$ cat config.mk
export PLATFORM = sky130hd
export DESIGN_NAME = uart_rx_fifo_feeder
export DESIGN_NICKNAME = d
export VERILOG_FILES = /design/src/rtl/uart_pkg.sv /design/src/rtl/sync_2ff.sv /design/src/rtl/uart_rx_fifo_feeder.sv
export SDC_FILE = /design/constraint.sdc
export NUM_CORES = 1
export LEC_CHECK = 0
export CORE_MARGIN = 2
export CORE_UTILIZATION = 40
export CTS_CLUSTER_SIZE = 20
export DETAILED_ROUTE_END_ITERATION = 12
export SLEW_MARGIN = 20
export SYNTH_ARGS = -nofsm -noshare
export SYNTH_HDL_FRONTEND = slang
export SYNTH_SLANG_ARGS = --single-unit
$ cat constraint.sdc
create_clock -name i_clk -period 2.8 [get_ports i_clk]
set_input_delay 0.56 -clock i_clk [delete_from_list [all_inputs] [get_ports i_clk]]
set_output_delay 0.56 -clock i_clk [all_outputs]
set_load 0.02 [all_outputs]
$ cat src/rtl/uart_pkg.sv
// Shared definitions for the UART receive path: FSM state encoding and baud timing helpers.
package uart_pkg;

  typedef enum logic [1:0] {
    IDLE  = 2'd0,
    START = 2'd1,
    DATA  = 2'd2,
    STOP  = 2'd3
  } rx_state_t;

  localparam int CLKS_PER_BIT_DEFAULT = 104;

  function automatic int half_bit(input int clks_per_bit);
    return clks_per_bit / 2;
  endfunction

endpackage

$ cat src/rtl/sync_2ff.sv
// Two-flop synchroniser for a single asynchronous bit, with a selectable reset level.
module sync_2ff #(
  parameter logic RST_VAL = 1'b0
) (
  input  logic i_clk,
  input  logic i_rst_n,
  input  logic d,
  output logic q
);

  logic meta;

  always_ff @(posedge i_clk or negedge i_rst_n) begin
    if (!i_rst_n) begin
      meta <= RST_VAL;
      q    <= RST_VAL;
    end else begin
      meta <= d;
      q    <= meta;
    end
  end

endmodule

$ cat src/rtl/uart_rx_fifo_feeder.sv
// 8N1 UART receiver that pushes each good byte into the console FIFO write port.
// state | meaning
// IDLE  | line idle, waiting for a falling edge on rx_s
// START | timing to mid start bit, rejecting glitches
// DATA  | sampling WIDTH data bits, LSB first, once per bit period
// STOP  | timing to mid stop bit, then push / frame error / overrun
module uart_rx_fifo_feeder
  import uart_pkg::*;
#(
  parameter int WIDTH        = 8,
  parameter int CLKS_PER_BIT = CLKS_PER_BIT_DEFAULT
) (
  input  logic             i_clk,
  input  logic             i_rst_n,
  input  logic             i_en,
  input  logic             i_rx,
  input  logic             i_set_ack,
  output logic             o_set,
  output logic [WIDTH-1:0] o_data,
  output logic             o_frame_err,
  output logic             o_overrun,
  output logic             o_busy
);

  localparam int BAUD_W = $clog2(CLKS_PER_BIT);
  localparam int BIT_W  = $clog2(WIDTH + 1);
  localparam logic [BAUD_W-1:0] BAUD_FULL = BAUD_W'(CLKS_PER_BIT - 1);
  localparam logic [BAUD_W-1:0] BAUD_HALF = BAUD_W'(half_bit(CLKS_PER_BIT) - 1);
  localparam logic [BIT_W-1:0]  LAST_BIT  = BIT_W'(WIDTH - 1);

  logic             rx_s;
  rx_state_t        state_q, state_d;
  logic [BAUD_W-1:0] baud_q, baud_d;
  logic [BIT_W-1:0] bit_q, bit_d;
  logic [WIDTH-1:0] shift_q, shift_d;
  logic             baud_tc;
  logic             push_req;
  logic             frame_err_d;
  logic             overrun_d;
  logic             ack_low_q;

  sync_2ff #(.RST_VAL(1'b1)) u_sync_rx (
    .i_clk   (i_clk),
    .i_rst_n (i_rst_n),
    .d       (i_rx),
    .q       (rx_s)
  );

  assign baud_tc = (baud_q == '0);
  assign o_busy  = (state_q != IDLE);

  always_ff @(posedge i_clk or negedge i_rst_n) begin
    if (!i_rst_n) begin
      state_q <= IDLE;
      baud_q  <= '0;
      bit_q   <= '0;
      shift_q <= '0;
    end else begin
      state_q <= state_d;
      baud_q  <= baud_d;
      bit_q   <= bit_d;
      shift_q <= shift_d;
    end
  end

  always_comb begin
    state_d     = state_q;
    baud_d      = baud_q;
    bit_d       = bit_q;
    shift_d     = shift_q;
    push_req    = 1'b0;
    frame_err_d = 1'b0;
    overrun_d   = 1'b0;

    case (state_q)
      IDLE: begin
        baud_d = '0;
        bit_d  = '0;
        if (!rx_s) begin
          state_d = START;
          baud_d  = BAUD_HALF;
        end
      end
      START: begin
        if (baud_tc) begin
          if (!rx_s) begin
            state_d = DATA;
            baud_d  = BAUD_FULL;
            bit_d   = '0;
          end else begin
            state_d = IDLE;
          end
        end else begin
          baud_d = baud_q - 1'b1;
        end
      end
      DATA: begin
        if (baud_tc) begin
          shift_d = {rx_s, shift_q[WIDTH-1:1]};
          baud_d  = BAUD_FULL;
          if (bit_q == LAST_BIT) begin
            state_d = STOP;
            bit_d   = '0;
          end else begin
            bit_d = bit_q + 1'b1;
          end
        end else begin
          baud_d = baud_q - 1'b1;
        end
      end
      STOP: begin
        // Returning to IDLE at mid stop bit leaves half a bit to catch a back-to-back start.
        if (baud_tc) begin
          state_d = IDLE;
          if (!rx_s) begin
            frame_err_d = 1'b1;
          end else if (o_set) begin
            overrun_d = 1'b1;
          end else begin
            push_req = 1'b1;
          end
        end else begin
          baud_d = baud_q - 1'b1;
        end
      end
      default: state_d = IDLE;
    endcase

    if (!i_en) begin
      state_d     = IDLE;
      baud_d      = '0;
      bit_d       = '0;
      push_req    = 1'b0;
      frame_err_d = 1'b0;
      overrun_d   = 1'b0;
    end
  end

  // An ack already high when o_set rises is stale; only an ack after a seen-low counts.
  always_ff @(posedge i_clk or negedge i_rst_n) begin
    if (!i_rst_n) begin
      o_set       <= 1'b0;
      o_data      <= '0;
      o_frame_err <= 1'b0;
      o_overrun   <= 1'b0;
      ack_low_q   <= 1'b0;
    end else begin
      o_frame_err <= frame_err_d;
      o_overrun   <= overrun_d;
      if (push_req) begin
        o_set     <= 1'b1;
        o_data    <= shift_q;
        ack_low_q <= 1'b0;
      end else if (o_set) begin
        if (!i_set_ack) begin
          ack_low_q <= 1'b1;
        end else if (ack_low_q) begin
          o_set     <= 1'b0;
          ack_low_q <= 1'b0;
        end
      end
    end
  end

endmodule

* Word level (Yosys, flattened, before mapping)
Cells that the tools add are included.
** Operators by class
- $add $sub $neg :: 2
- Equal/unequal tests :: 13
- Mux-type cells :: 42
- Reductions and logical operators :: 8
** Operators with widths (count)
- 2-to-1 mux 7 bit :: 5
- case mux 7 bit (4 select lines) :: 1
- 2-to-1 mux 1 bit :: 21
- != test 3 bit, second input constant :: 7
- 2-to-1 mux 4 bit :: 5
- 2-to-1 mux 2 bit :: 7
- case mux 4 bit (3 select lines) :: 1
- case mux 2 bit (4 select lines) :: 1
- logical NOT 7 bit :: 1
- subtractor 7 x 1 -> 7 bit, second input constant :: 1
- 2-to-1 mux 6 bit :: 1
- AND reduction 5 bit :: 1
- adder 4 x 1 -> 4 bit, second input constant :: 1
- equality test 2 bit, second input constant :: 2
- equality test 4 x 3 -> 1 bit, second input constant :: 1
- != test 4 x 1 -> 1 bit, second input constant :: 1
- != test 4 bit, second input constant :: 1
- AND reduction 2 bit :: 2
- AND reduction 4 bit :: 1
- nonzero test 2 bit :: 2
- equality test 2 x 1 -> 1 bit, second input constant :: 1
- logical NOT 2 bit :: 1
** Word-level totals
- Bits in registers :: 35
- Bits of input ports :: 5
- Output and inout bits :: 12
- Logic and storage cells :: 76

* Logic depth before layout (Yosys ltp)
Gate-level depths: netlist (run 1).
- Depth after elaboration :: 6
- Depth in mapped cells :: 8
- Depth with buffers taken out :: 7

* Hierarchy
A second synthesis (run 1) with hierarchy kept.
** Unflattened totals
- Cells, all modules :: 155
- Area, all modules :: 1773.0 um^2
** Modules (own cells, without submodules)
- uart_rx_fifo_feeder :: times used 1, cells an instance 153, area each 1720.4 um^2, sequential area each 825.8 um^2
- sync_2ff :: times used 1, cells an instance 2, area each 52.6 um^2, sequential area each 52.6 um^2

* Worst setup path before layout (run 1)
No wires, ideal clock.
- Path kind :: flip-flop to flip-flop
- Start :: reg state_q[0]
- End :: reg state_q[0]
- Library setup time :: 0.094 ns
- Data arrival time :: 1.703 ns
- Required time :: 2.706 ns
- Path slack :: 1.003 ns
- Cell stages (with the launch flop) :: 8
- Buffers on the path :: 1
- Period minus slack after synthesis :: 1.797 ns
- Cells stage by stage :: dfrtp_1 inv_1 ha_1 buf_2 or3_1 a221oi_2 nor2_1 a211oi_1
** On the way
- Word-level cells in the longest chain between the ends :: 3
- Elaborated cells between the ends (all ways) :: 12
- Those cells by class :: eq/ne (8); mux (2); reduce/logical (2)
** Ends and longest elaborated chain
- from (decl) :: line uart_rx_fifo_feeder.sv:32 : rx_state_t state_q, state_d;
- from (signal assigned) :: line uart_rx_fifo_feeder.sv:59 : state_q <= state_d;
- equality test 2 bit (tied with other cells) :: line uart_rx_fifo_feeder.sv:75 : case (state_q)
- != test 3 bit (no line) or case mux 2 bit (4 select lines) (tied branches)
- AND reduction 5 bit (no line) or 2-to-1 mux 2 bit (tied branches)
Several ways; a longest one is shown, not always the timed one.
A chain may end at the register's enable or synchronous reset.

* Worst setup path in the final report (run 1)
- Start :: reg state_q[0]
- End :: out o_busy
** On the way
- Word-level cells in the longest chain between the ends :: 1
** Ends and longest elaborated chain
- nonzero test 2 bit :: line uart_rx_fifo_feeder.sv:50 : assign o_busy = (state_q != IDLE);
- to (decl) :: line uart_rx_fifo_feeder.sv:22 : output logic o_busy
Every way passes these cells.

==> results of run 1 <==
==> per-layer routing <==
| layer | vias up | GRT usage | share of wire |
|---|---|---|---|
| li1 | 574 | - | - |
| met1 | 574 | 0.177 | 0.46 |
| met2 | 20 | 0.228 | 0.49 |
| met3 | 5 | 0.0349 | 0.030 |
| met4 | 0 | 0.0684 | 0.016 |
| met5 | - | 0 | 0 |
==> power by group <==
group	internal, mW	switching (mW)	leakage, nW
sequential	0.563	0.0662	0.474
combinational	0.262	0.351	0.424
clock	0.174	0.178	0.0412
total	0.998	0.595	0.939
==> registers in the layout, summed over array words and instances, names as in the netlist <==
| name | cells |
|---|---|
| ack_low_q | 1 |
| o_overrun | 1 |
| o_set | 1 |
| u_sync_rx.meta | 1 |
| bit_q | 4 |
| u_sync_rx.q | 1 |
| shift_q | 8 |
| baud_q | 7 |
| o_data | 8 |
| state_q | 2 |
| o_frame_err | 1 |
==> synth_stat cells <==
cell type  number
dfrtp_1        33
mux2_2         16
nand2_1        13
a21oi_1        11
ha_1            8
nor2_1          8
inv_1           7
nor3_1          5
o21a_1          5
o21ai_0         5
mux2i_1         3
nand3_1         3
nand3b_1        3
or3_1           3
xor2_1          3
and3_1          2
dfstp_2         2
nor3b_1         2
a211oi_1        1
a21boi_0        1
a21o_1          1
a221oi_2        1
and3_4          1
buf_2           1
clkbuf_1        1
nand2_2         1
nand2b_1        1
nand3_2         1
nand4_4         1
nor2_8          1
nor2b_1         1
nor3_4          1
nor4b_1         1
o211ai_1        1
o21ai_1         1
o22ai_1         1
xnor2_1         1
==> cells by family (layout without fill, tap and decap cells) <==
logic type | Yosys count | in the layout | synth area share
and+or+nand+nor | 48 | 48 | 0.170
AOI/OAI and AO/OA | 28 | 28 | 0.101
adders and majority gates | 8 | 8 | 0.0580
xor gates and xnor gates | 4 | 4 | 0.0203
muxes | 19 | 19 | 0.122
DFF | 35 | 35 | 0.509
buffers and inverters | 9 | 32 | 0.0203
==> area by class of cell <==
cell class / instances / area (sq um)
tap: 50 / 62.6
inverter: 7 / 26.3
multi-input combinational: 107 / 813
clock buffer: 6 / 72.6
fill: 367 / 2050
sequential: 35 / 878
timing repair buffer: 17 / 168
clock inverter: 2 / 12.5
==> worst max-delay path, stage by stage, from the launching register on <==
cell and delay [ns]:
dfrtp_1 0.42, inv_1 0.10, ha_1 0.28, inv_1 0.08, clkdlybuf4s50_1 0.61
==> metrics by stage <==
step                power, mW  hold WS, ns  setup WS (ns)
finish                   1.59        0.357          0.477
global route             1.71        0.361          0.374
CTS                      1.61        0.359          0.462
detailed placement       1.25        0.349          0.531
global placement         1.24        0.346          0.593
floorplan                1.10        0.264           1.00
==> path summary, 6_finish.rpt <==
check | from | to | slack (ns) | depth (start not counted)
setup / recovery | state_q[0]$_DFFE_PN0P_ | o_busy | 0.48 | 4
hold / removal | u_sync_rx.meta$_DFF_PN1_ | u_sync_rx.q$_DFF_PN1_ | 0.36 | 0
setup reg to reg | state_q[0]$_DFFE_PN0P_ | state_q[0]$_DFFE_PN0P_ | 0.86 | 6
hold reg to reg | u_sync_rx.meta$_DFF_PN1_ | u_sync_rx.q$_DFF_PN1_ | 0.36 | 0
max in group asynchronous | i_rst_n | u_sync_rx.q$_DFF_PN1_ | 1.77 | 2
min in group asynchronous | i_rst_n | o_overrun$_DFF_PN0_ | 0.68 | 2
==> cell usage in the layout (no fill, tap or decap), types with 2 or more instances in the layout <==
| cell type | count |
|---|---|
| nor3_1 | 5 |
| inv_1 | 7 |
| and3_1 | 2 |
| or3_1 | 3 |
| nand3_1 | 3 |
| dfstp_2 | 2 |
| mux2_2 | 16 |
| xor2_1 | 3 |
| ha_1 | 8 |
| nand3b_1 | 3 |
| dfrtp_1 | 33 |
| clkdlybuf4s50_1 | 16 |
| o21a_1 | 5 |
| mux2i_1 | 3 |
| o21ai_0 | 5 |
| nand2_1 | 13 |
| nor3b_1 | 2 |
| a21oi_1 | 11 |
| clkbuf_8 | 5 |
| nor2_1 | 8 |
==> summary.txt, run 1 <==
Drt
  • ANT nets after route: 0
  • First drt pass iteration count: 4
  • DRT iter0 DRCs: 63
  • Vias: 1,173
  • Wirelength per Cell: 13.9 um
  • Routed wire length: 3.12 mm
  • Drc violations: 0
  • Vias/cell: about 5.2

CTS
  • Clock sink total: 35
  • Root buffer cell: clkbuf_8
  • H-tree Lvls: 2
  • Post-CTS sizing: 0
  • Clock-pin slew on the worst setup and hold paths: 0.07 ns
  • Post-CTS Setup Inserts: 0
  • Worst skew pair latency: 0.28 ns
  • CTS Buf Count: 5
  • Max clock buf depth: 2
  • CTS Hold Buffers Added: 0
  • Clock tree from TritonCTS: done

Placement
  • HPWL Detailed: 2.22 mm
  • Gpl congestion: 0.846
  • Placed Area: 1950 sq um
  • Placed cells: about 220
  • Number of port buffers: 16

Synthesis
  • Yosys cell types: 37
  • Mapped Area: 1730 sq um
  • Yosys top cell area share: 0.478
  • Yosys reg bits: 35
  • Largest cells by area after synthesis: dfrtp_1 48%, mux2_2 10%, ha_1 5.8%, a21oi_1 3.2%, dfstp_2 3.0%
  • Cell taking the most area after synthesis: dfrtp_1
  • Synth warn: 0
  • Post-synth net total: roughly 160
  • Mean Syn Cell Area: 11.4 sq um
  • Post-Synthesis Cells: roughly 150
  • Sequential fraction of the synthesis area: 0.509

Die
  • Site Rows: 23
  • Initial Utilization: 0.423
  • Die width: 69.7 um
  • Die Height: between 60 and 70 um
  • Die Area: 4860 sq um
  • # IOs: 17
  • Core Area: roughly 4100 sq um

Timing
  • Slew @ Worst Pin: about 0.48 ns
  • Final Setup Violations: 0
  • Hold Vio Cnt, Final: 0
  • Setup TNS: 0 ns
  • RSZ-0062 raised after global routing: no
  • Clk_skew: 0.00804 ns
  • Worst slew margin: 0.676
  • Max Clk Rate: 431 MHz
  • Crit path time final: 2.32 ns
  • Final period utilization: 0.829
  • Max Slew Vio Count: 0

Pwr
  • Pwr/cell area: 784 nW/um^2
  • Maximum VDD drop: ~310 uV
  • P_leak: approximately 0.94 nW

Finish
  • Ant. Diodes: 0
  • Layout area overhead: 17.8%
  • Share of cells above drive strength 1: 0.190
  • Net count, final: 186
  • Final Instance Count excl. Fillers: 224
  • Final Cell Area: 2030 sq um
  • Util after Layout: 0.498

Global route
  • Gr ovfl total: 0
  • Number of antenna violations at the first check in global routing: 0
  • Total GRT Usage: 0.141
  • First-pass GRT wire length: 5.49 mm
  • Vias in the first global route: 1,185
  • Largest net degree at the start of global routing: 36

Setup path
  • Worst-path maximum fanout: 5
  • Worst EP arrival: about 1.8 ns
  • Worst setup EP type: output pin
  • Worst setup SP type: flop
  • Crit Path Category: reg -> out
  • Crit path required time: 2.24 ns

Run status
  • Outcome: completed

Hold path
  • Tightest Hold Check Type: reg -> reg

Flow run
  • Maxcap violations: 0
(Power assumes the default switching activity.)
==> run 2: changes to the inputs <==
==> constraint.sdc (replaced) <==
create_clock -name i_clk -period 2 [get_ports i_clk]
set_input_delay 0.4 -clock i_clk [delete_from_list [all_inputs] [get_ports i_clk]]
set_output_delay 0.4 -clock i_clk [all_outputs]
set_load 0.02 [all_outputs]
==> run 2 against run 1 <==
Compared with the run above:
- combinational power is 45% higher
- routed wire length is 6.4% higher
- register-to-register slack worse by 0.70 ns
- clock power is 50% higher
- sequential cell count stayed put
- via count is 3.3% higher
- hold slack better by 0.0013 ns
- first-iteration DRC count is 25% higher
- critical path type unchanged
- critical endpoint unchanged
- largest power group is now combinational cells
- highest routed layer unchanged
==> summary.txt, run 2 (same netlist as run 1, synthesis figures left out) <==
Timing
  • Worst slew margin: 0.710 (+0.0337)
  • Max Clk Rate: 540 MHz
  • Final Setup Violations: 0 (unchanged)
  • Setup TNS: 0 ns (unchanged)
  • Slew @ Worst Pin: 0.435 ns (-0.0491 ns)
  • Hold_ws: 0.358 ns (+0.00130 ns)
  • Final period utilization: 0.926
  • Hold Vio Cnt, Final: 0 (unchanged)
  • RSZ-0062 raised after global routing: no
  • Clk_skew: 0.00891 ns (+0.000874 ns)
  • Max Slew Vio Count: 0 (unchanged)
  • Crit path time final: 1.85 ns

Pwr
  • P_leak: 0.970 nW (+3.3%)
  • Pwr/cell area: 1100 nW/um^2 (+40%)
  • Maximum VDD drop: 417 uV (+34%)

Global route
  • First-pass GRT wire length: 5.89 mm (+7.3%)
  • Largest net degree at the start of global routing: 36 (unchanged)
  • Grt met2 use: 0.253 (+0.0256)
  • Number of antenna violations at the first check in global routing: 0 (unchanged)
  • Met3 usage: 0.0465 (+0.0116)
  • Busiest grt layer: met2
  • Vias in the first global route: 1,255 (+5.9%)
  • Total GRT Usage: 0.153 (+0.0122)
  • Gr ovfl total: 0 (unchanged)
  • Met1 Usage GRT: 0.193 (+0.0154)

CTS
  • Clock sink total: 35 (unchanged)
  • Clock-pin slew on the worst setup and hold paths: 0.08 ns (about the same)
  • Clock tree from TritonCTS: done
  • CTS Buf Count: 5 (unchanged)
  • CTS Hold Buffers Added: 0 (unchanged)
  • H-tree Lvls: 2 (unchanged)
  • Worst skew pair latency: 0.29 ns (about the same)
  • Max clock buf depth: 2 (unchanged)
  • Root buffer cell: clkbuf_8

Drt
  • Drc violations: 0 (unchanged)
  • Wirelength per Cell: 14.5 um (+4.1%)
  • ANT nets after route: 0 (unchanged)
  • Vias/cell: 5.29 (+1.1%)
  • Vias: 1,212 (+3.3%)
  • DRT iter0 DRCs: 79 (+25%)
  • Routed wire length: 3.32 mm (+6.4%)
  • First drt pass iteration count: 4 (unchanged)

Setup path
  • Reg-to-reg slack, setup: 0.16 ns (-0.70 ns)
  • Worst EP arrival: 1.45 ns (-0.31 ns)
  • Crit Path Category: reg -> out
  • Worst-path maximum fanout: 5 (unchanged)
  • Worst setup EP type: output pin
  • Crit path required time: 1.60 ns (-0.64 ns)
  • Worst setup SP type: flop

Die
  • Site Rows: 23 (unchanged)
  • Initial Utilization: 0.423 (unchanged)
  • Die Area: 4860 sq um (unchanged)
  • Core Area: 4090 sq um (unchanged)
  • Die width: 69.7 um (unchanged)
  • Die Height: 69.7 um (unchanged)
  • # IOs: 17 (unchanged)

Finish
  • Layout area overhead: 21.0%
  • Most common cell after layout, fill and taps aside: dfrtp_1
  • Net count, final: 191 (+2.7%)
  • Commonest non-fill, non-tap cells in the layout: 33 x dfrtp_1, 16 x mux2_2, 15 x clkdlybuf4s50_1
  • Share of cells above drive strength 1: 0.235 (+0.0450)
  • Ant. Diodes: 0 (unchanged)
  • Regs by FF count: o_data x8, shift_q x8, baud_q x7

Placement
  • Number of port buffers: 16 (unchanged)
  • HPWL Detailed: 2.40 mm (+8.1%)
  • Gpl congestion: 0.917 (+8.4%)

Flow run
  • Maxcap violations: 0 (unchanged)

Run status
  • Outcome: completed

Hold path
  • Tightest Hold Check Type: reg -> reg
-- run 2: worst paths after layout --
path,startpoint,to,depth (start not counted)
setup / recovery,state_q[0]$_DFFE_PN0P_,o_busy,4
hold / removal,u_sync_rx.meta$_DFF_PN1_,u_sync_rx.q$_DFF_PN1_,0
setup reg to reg,baud_q[3]$_DFFE_PN0P_,o_data[0]$_DFFE_PN0P_,5
hold reg to reg,u_sync_rx.meta$_DFF_PN1_,u_sync_rx.q$_DFF_PN1_,0
max in group asynchronous,i_rst_n,u_sync_rx.meta$_DFF_PN1_,2
min in group asynchronous,i_rst_n,state_q[0]$_DFFE_PN0P_,2
-- run 2: per-layer routing --
layer / vias up / share of wire
li1: 584 / -
met1: 605 / 0.46
met2: 19 / 0.50
met3: 4 / 0.038
met4: 0 / 0.0078
met5: - / 0
-- run 2: metrics by stage --
step	area (sq um)	util	setup slack, ns	total power [mW]	cells
floorplan	1730	-	0.203	1.54	151
global placement	1990	0.486	0.152	1.74	221
detailed placement	1990	0.486	0.132	1.77	221
CTS	2080	0.508	0.0869	2.29	229
global route	2090	0.511	0.0195	2.46	229
finish	2090	0.511	0.148	2.30	229
-- run 2: worst max-delay path, stage by stage (launching register included) --
cell and delay [ns]:
dfrtp_1 0.43, inv_1 0.12, ha_2 0.25, inv_1 0.05, dlygate4sd2_1 0.32
-- run 2: timing repair --
| item | CTS | global route |
|---|---|---|
| gates resized for setup | 1 | 3 |
| endpoints found under the hold margin | 0 | 0 |
| setup endpoints to repair | 1 | 5 |
| cloned | 0 | 0 |
| buffers inserted | 0 | 0 |
-- run 2: cell type report --
class                   instances  area, sq um
fillers                       380         2000
inverters                       7         26.3
repair buffers                 22          204
multi-input cells             107          826
flip-flops and latches         35          878
clock buffers                   5         68.8
clock inverters                 3         23.8
well taps                      50         62.6
-- run 2: power by group --
group / total (mW) / internal [mW] / switching, mW / leakage [nW]
Combinational: 0.891 / 0.380 / 0.511 / 0.455
Sequential: 0.879 / 0.788 / 0.0916 / 0.474
Clock: 0.525 / 0.249 / 0.276 / 0.0408
Total: 2.30 / 1.42 / 0.879 / 0.970
==> run 3: changes to the inputs <==
--- a/config.mk
+++ b/config.mk
@@ -9,6 +9,7 @@
 export CORE_UTILIZATION = 40
 export CTS_CLUSTER_SIZE = 20
 export DETAILED_ROUTE_END_ITERATION = 12
+export GPL_ROUTABILITY_DRIVEN = 0
 export SLEW_MARGIN = 20
 export SYNTH_ARGS = -nofsm -noshare
 export SYNTH_HDL_FRONTEND = slang
==> results of run 3 <==
Same layout as run 2: the final DEF is identical, and so are final timing and power.
